## src/rtl/volume_history_meter.sv

```systemverilog
// Scrolling volume history bar graph. It smooths the level with an attack/decay rule and renders RGB565 pixels with one cycle of latency.
// Optional peak-hold marker: define VOLUME_METER_PEAK_HOLD_EN.
module volume_history_meter #(
  parameter int          NUM_LEVELS   = 16,
  parameter int          NUM_COLS     = 16,
  parameter int          BAR_X0       = 43,
  parameter int          BAR_W        = 2,
  parameter int          BAR_PITCH    = 3,
  parameter int          BASE_Y       = 52,
  parameter int          SEG_H        = 2,
  parameter int          SEG_PITCH    = 3,
  parameter int          DECAY_STEP   = 1,
  parameter int          HOLD_SAMPLES = 8,
  parameter logic [15:0] UNLIT_COLOUR = 16'hC618,
  parameter logic [15:0] PEAK_COLOUR  = 16'h0000,
  parameter int          LW           = $clog2(NUM_LEVELS + 1)
) (
  input  logic          clk,
  input  logic          rst,
  input  logic          sample_strobe,
  input  logic [LW-1:0] level_in,
  input  logic          freeze,
  input  logic [6:0]    x,
  input  logic [5:0]    y,
  output logic [15:0]   oled_data,
  output logic [LW-1:0] cur_level,
  output logic [LW-1:0] peak_level
);

  function automatic logic [15:0] band_colour(input int band);
    case (band)
      0:       return 16'h8204;
      1:       return 16'hF800;
      2:       return 16'hFC00;
      3:       return 16'hFFE0;
      4:       return 16'h07E0;
      5:       return 16'h5FFF;
      6:       return 16'h001F;
      default: return 16'hF81F;
    endcase
  endfunction

  logic [LW-1:0] history_reg [NUM_COLS];
  logic [LW-1:0] cur_reg;
  logic [LW-1:0] in_sat;
  logic [LW-1:0] decayed;
  logic [LW-1:0] new_s;
  logic          accept;
  logic [15:0]   oled_data_reg;
  logic [15:0]   pixel_next;

  assign accept = sample_strobe & ~freeze;

  // Attack is instant; decay is rate-limited and clamps at zero.
  always_comb begin
    in_sat  = (level_in > LW'(NUM_LEVELS)) ? LW'(NUM_LEVELS) : level_in;
    decayed = (cur_reg > LW'(DECAY_STEP)) ? cur_reg - LW'(DECAY_STEP) : '0;
    if (in_sat >= cur_reg)
      new_s = in_sat;
    else
      new_s = (in_sat > decayed) ? in_sat : decayed;
  end

  always_ff @(posedge clk) begin
    if (rst) begin
      cur_reg <= '0;
      for (int i = 0; i < NUM_COLS; i++)
        history_reg[i] <= '0;
    end else if (accept) begin
      cur_reg <= new_s;
      for (int i = 0; i < NUM_COLS - 1; i++)
        history_reg[i] <= history_reg[i+1];
      history_reg[NUM_COLS-1] <= new_s;
    end
  end

  assign cur_level = cur_reg;

`ifdef VOLUME_METER_PEAK_HOLD_EN
  localparam int HW = (HOLD_SAMPLES > 0) ? $clog2(HOLD_SAMPLES + 1) : 1;
  logic [LW-1:0] peak_reg;
  logic [HW-1:0] hold_reg;

  always_ff @(posedge clk) begin
    if (rst) begin
      peak_reg <= '0;
      hold_reg <= '0;
    end else if (accept) begin
      if (new_s >= peak_reg) begin
        peak_reg <= new_s;
        hold_reg <= HW'(HOLD_SAMPLES);
      end else if (hold_reg != '0) begin
        hold_reg <= hold_reg - 1'b1;
      end else begin
        // new_s < peak_reg here, so peak_reg is at least 1.
        peak_reg <= ((peak_reg - 1'b1) > new_s) ? peak_reg - 1'b1 : new_s;
      end
    end
  end

  assign peak_level = peak_reg;
`else
  assign peak_level = '0;
`endif

  // Column/segment hit detection. Signed compare so negative extents never match.
  logic signed [15:0]   x_s;
  logic signed [15:0]   y_s;
  logic [NUM_COLS-1:0]  col_hit;
  logic [NUM_LEVELS-1:0] seg_hit;
  logic [15:0]          seg_colour [NUM_LEVELS];

  assign x_s = {9'd0, x};
  assign y_s = {10'd0, y};

  generate
    for (genvar gi = 0; gi < NUM_COLS; gi++) begin : g_col
      localparam int XL = BAR_X0 + gi * BAR_PITCH;
      localparam int XH = XL + BAR_W - 1;
      assign col_hit[gi] = (x_s >= $signed(16'(XL))) && (x_s <= $signed(16'(XH)));
    end
    for (genvar gi = 0; gi < NUM_LEVELS; gi++) begin : g_seg
      localparam int YB = BASE_Y - gi * SEG_PITCH;
      localparam int YT = YB - SEG_H + 1;
      assign seg_hit[gi]    = (y_s >= $signed(16'(YT))) && (y_s <= $signed(16'(YB)));
      assign seg_colour[gi] = band_colour((gi * 8) / NUM_LEVELS);
    end
  endgenerate

  logic [LW-1:0] sel_level;
  logic [LW-1:0] seg_idx;
  logic [15:0]   band_sel;
  logic          in_seg;
  logic          lit;
  logic          peak_mark;

  always_comb begin
    sel_level = '0;
    seg_idx   = '0;
    band_sel  = 16'hFFFF;
    for (int i = 0; i < NUM_COLS; i++)
      if (col_hit[i]) sel_level = history_reg[i];
    for (int i = 0; i < NUM_LEVELS; i++)
      if (seg_hit[i]) begin
        seg_idx  = LW'(i);
        band_sel = seg_colour[i];
      end
    in_seg = (|col_hit) && (|seg_hit);
    lit    = in_seg && (seg_idx < sel_level);
`ifdef VOLUME_METER_PEAK_HOLD_EN
    peak_mark = in_seg && (peak_reg != '0) && (seg_idx == peak_reg - 1'b1) &&
                (seg_idx >= sel_level);
`else
    peak_mark = 1'b0;
`endif
    if (lit)
      pixel_next = band_sel;
    else if (peak_mark)
      pixel_next = PEAK_COLOUR;
    else if (in_seg)
      pixel_next = UNLIT_COLOUR;
    else
      pixel_next = 16'hFFFF;
  end

  always_ff @(posedge clk) begin
    if (rst)
      oled_data_reg <= 16'hFFFF;
    else
      oled_data_reg <= pixel_next;
  end

  assign oled_data = oled_data_reg;

endmodule

```

## config.mk

```make
export PLATFORM = sky130hd
export DESIGN_NAME = volume_history_meter
export DESIGN_NICKNAME = d
export VERILOG_FILES = /design/src/rtl/volume_history_meter.sv
export SDC_FILE = /design/constraint.sdc
export NUM_CORES = 1
export LEC_CHECK = 0
export CAP_MARGIN = 10
export CORE_MARGIN = 2
export CORE_UTILIZATION = 59
export DETAILED_ROUTE_END_ITERATION = 8
export PLACE_DENSITY = 0.79
export RECOVER_POWER = 25
export REMOVE_ABC_BUFFERS = 1
export SLEW_MARGIN = 40
export SYNTH_ARGS = -nofsm -noshare
export SYNTH_HDL_FRONTEND = slang
export SYNTH_SLANG_ARGS = --single-unit
```

## constraint.sdc

```tcl
create_clock -name clk -period 4.5 [get_ports clk]
set_input_delay 0.45 -clock clk [delete_from_list [all_inputs] [get_ports clk]]
set_output_delay 0.45 -clock clk [all_outputs]
set_load 0.01 [all_outputs]
```

==> results of run 1 <==
==> worst max-delay path, delay by kind of cell <==
family	cells	cell delay (ns)
buf+inv	1	0.68
simple gates	7	1.54
compound gates	6	1.38
fa+ha+maj	1	0.28
==> cells in the final DEF (no fill, tap or decap), types with 4 or more instances in the layout <==
cell type,instances
edfxtp_1,80
nor2_1,52
and2_1,46
nand2_1,41
clkdlybuf4s50_1,41
o21ai_0,40
buf_4,36
a21oi_1,35
nor2b_1,35
inv_1,29
nand2b_1,16
ha_1,15
dfxtp_1,15
nand3_1,14
nor3_1,14
o22ai_1,12
clkbuf_8,9
nor3b_1,8
a31oi_1,8
mux2i_1,7
or3_1,6
o221ai_1,6
a221oi_1,6
nor4_1,5
nand3b_1,5
o32ai_1,5
conb_1,5
xnor2_1,4
o21a_1,4
a211oi_1,4
a22oi_1,4
o32a_1,4
and4_1,4
a21o_1,4
clkinv_4,4
==> cell type report <==
cell class	instances	area (um2)	area share [%]
timing repair buffer	80	714	10.3
tap	136	170	2.44
clock buffer	9	124	1.78
sequential	95	2700	38.8
clock inverter	7	73.8	1.06
inverter	30	113	1.62
multi-input combinational	473	3070	44.0
==> power groups by stage <==
| stage | Clock [mW] | Combinational [mW] | Sequential, mW |
|---|---|---|---|
| final | 0.553 | 0.414 | 1.05 |
| after detailed placement | 0 | 0.404 | 1.07 |
| after CTS | 0.556 | 0.407 | 1.05 |
| after global routing | 0.590 | 0.460 | 1.06 |
| after global placement | 0 | 0.398 | 1.07 |
| after floorplan | 0 | 0.237 | 1.06 |
==> layer usage <==
metal,vias to the layer above,part of all wire (%)
li1,2459,-
met1,2453,45
met2,245,45
met3,16,9.0
met4,0,0.81
met5,-,0
==> worst max-delay path by stage <==
| stage | from | end | slack (ns) | cells past startpoint |
|---|---|---|---|---|
| 3_3_place_gp | x[5] | oled_data[4] | 0.21 | 15 |
| 2_1_floorplan | x[1] | oled_data[4] | 0.98 | 14 |
| 3_5_place_dp | x[5] | oled_data[4] | 0.09 | 15 |
| 5_1_grt | x[4] | oled_data[4] | 0.19 | 17 |
| 6_report | x[5] | oled_data[4] | 0.41 | 15 |
| 4_1_cts | x[5] | oled_data[4] | 0.47 | 15 |
==> cell families after synthesis <==
| group | count (synthesis) | synth area share (%) |
|---|---|---|
| xor+xnor | 8 | 1.27 |
| buf+inv | 82 | 6.16 |
| compound gates | 168 | 19.0 |
| other cells | 1 | 0.0614 |
| mux | 8 | 1.33 |
| simple gates | 269 | 24.9 |
| flops | 95 | 44.2 |
| fa+ha+maj | 15 | 3.07 |
==> per-stage QoR <==
| step | hold WS [ns] | utilization (%) |
|---|---|---|
| 2_1_floorplan | 0.518 | - |
| 6_report | 0.559 | 68.4 |
| 5_1_grt | 0.580 | 68.4 |
| 3_3_place_gp | 0.542 | 66.3 |
| 3_5_place_dp | 0.545 | 66.3 |
| 4_1_cts | 0.561 | 68.3 |
==> metrics list, run 1 <==
- Result of the run: finished clean
- Root Driver: clkbuf_8
- Reg2reg end: history_reg[1][37]
* Number of instances in the placed design: 814
- Input and output buffers added on the ports amount to 42.
- Detailed routing inserted a total of 5173 vias.
- Max H-tree Level: 3
- Of the post-synthesis cell area, the dominant cell type holds 39.3%.
- Of all flip-flops after synthesis, the portion carrying an async set or reset was 0%.
- The first detailed-routing pass ran for 6 iterations.
- Final design area excluding fillers: 0.00696 mm2
- TritonCTS clock tree: done
- Origin of the critical flop-to-flop path: cur_level[1]
- Setup TNS: 0 ns
- The clock network is responsible for 27.4% of the overall power.
* Tmin final: 4.09 ns
- Setup Slack @ Placement: 0.0945 ns
- At the worst endpoint, the arrival time is 4.34 ns.
- After the first detailed-routing iteration, the DRC count stood at 632.
- Vias in the first global route: 4746
* Part of the Yosys area used for sequential elements: 44.2%
* Clock-pin slew reported for the worst setup and hold paths after clock tree synthesis: 0.10 ns
* Antenna Cells: 0
- The number of failing hold endpoints at the final stage came to 0.
* Terminating pin of the worst hold path: history_reg[0][13]
- Final HPWL from detailed placement: 11500 um
- Fill count: 818
- Top area cells in the synthesized netlist: edfxtp_1 (39%), dfxtp_1 (4.9%), and2_1 (4.7%)
- Clock buffers created by TritonCTS: 9
* Average wire per standard cell: 18.7 um
- Across every metal layer, demand over resource in global routing totals 28.5%.
- Leakage power of the design: 2.59 nW
* Worst-case reg-to-reg path depth: 14
- Cell with the most instances after synthesis: edfxtp_1
* Initial antenna violation count: 0
* Psw: 0.609 mW
- Total global routing overflow: 0
- Die height: 106 um
- Met3 usage in global routing: 4.39%
- The synthesized design spends more area on one cell type than any other, namely edfxtp_1.
- For this run, design rule violations remaining after detail routing come to 0.
* Yosys warnings: 0
* Number of buffers on the longest clock path: 2
- Synthesis inferred 95 register bits.
- Entering global routing, the biggest net connects 59 pins.
* Power, Total: 2.02 mW
* Largest register FFs: 80
- Min-Delay Path Class: reg2reg
- Slew @ Worst Pin: 1.34 ns
- Top cell types by occurrence after synthesis: edfxtp_1 (80), nor2_1 (52), and2_1 (46)
- GR Layer Usage met1: 43.7%
- # clock sinks: 95
- The synthesized netlist occupies a cell area of 0.00611 mm2.
* Slowest-stage cell, CP: clkdlybuf4s50_1
- Per-instance average area after synthesis: 9.46 um2
* Category of the worst setup path capture point: flop
* Met2 routing resource usage after global routing: 42.8%
- Minimum setup slack in the final design: 0.411 ns
- Net switching is 30.2% of the power.
- Reg-to-reg slack, setup: 1.15 ns
- Sequential cells burn 52.1% of the power.
- Hold Crit Depth: 1
* Max-capacitance violation count: 0
- Number of placement rows: 37
- Count of placed standard cells in the final layout, fillers left out: 830
- The worst hold path begins at history_reg[0][18].
* Number of nets with antenna violations after routing: 0
* Fraction of final layout cells sized beyond drive strength 1: 10.1%
* Final setup violation count: 0
- Final GP Congestion: 0.922
* Starting density of the core: 60.0%
- Across the VDD grid, the largest voltage drop is 0.000220 V.
* Final worst path period share: 90.9%
- Final routed wirelength across all metal layers: 15600 um
- Power spread over the standard cell area amounts to 290 mW/mm2.
* Highest attainable clock frequency: 0.245 GHz
- Relative max-transition margin: 10.5%
- Setup repair bufs after CTS: 0
* Req. time, crit path: 4.75 ns
- The internal power of the cells totals 1.41 mW.
* Worst-path fanout max: 12
* CTS Hold Buffers Added: 0
* Insertion delay of the later-clocked pin in the worst-skew pair: 0.38 ns
- Cells resized by post-CTS repair: 0
- Count of distinct cell types in the synthesized netlist: 79
- Once placement finished, the instance area stood at 0.00676 mm2.
- EDFF count, synth: 80
- In this design, the stage delay of the slowest critical-path cell is 0.68 ns.
- Setup repair after global routing left no endpoint under its margin.
- Via-to-Cell Ratio: 6.23
* Busiest grt layer: met1
- Area inside the core boundary: 0.0102 mm2
- Crit path launch type: input pin
* First-pass GRT wire length: 25200 um
- Final setup skew: 0.0136 ns
- Die Footprint: 0.0112 mm2
- Most instantiated flip-flop cell in the synthesis netlist: edfxtp_1
- The worst setup path is of the in2reg kind.
- Crit-path cells: clkdlybuf4s50_1, nand3b_1, nor3_1, a2111o_1, or4_1, o22ai_1, nor3b_1, ha_1, o21a_1, o21ai_0, nor2_1, and4_1, o211a_1, o32a_1, or3_1
- From synthesis to final layout, the design area changed by 13.9%.
- Die Width: 106 um
- 48 I/O pins were placed.
- Combinational logic is responsible for 20.5% of the overall power.
* Number of nets in the final layout: 726
- The cell count after synthesis came out at 646.
* Max Transition Viols Final: 0
Note: power is estimated with default switching activity, not from simulation.
==> run 2, diff against run 1 <==
--- a/config.mk
+++ b/config.mk
@@ -12,6 +12,7 @@
 export PLACE_DENSITY = 0.79
 export RECOVER_POWER = 25
 export REMOVE_ABC_BUFFERS = 1
+export SKIP_CTS_REPAIR_TIMING = 1
 export SLEW_MARGIN = 40
 export SYNTH_ARGS = -nofsm -noshare
 export SYNTH_HDL_FRONTEND = slang
==> results of run 2 <==
The final DEF is identical to that of run 1; final timing and power are the same.
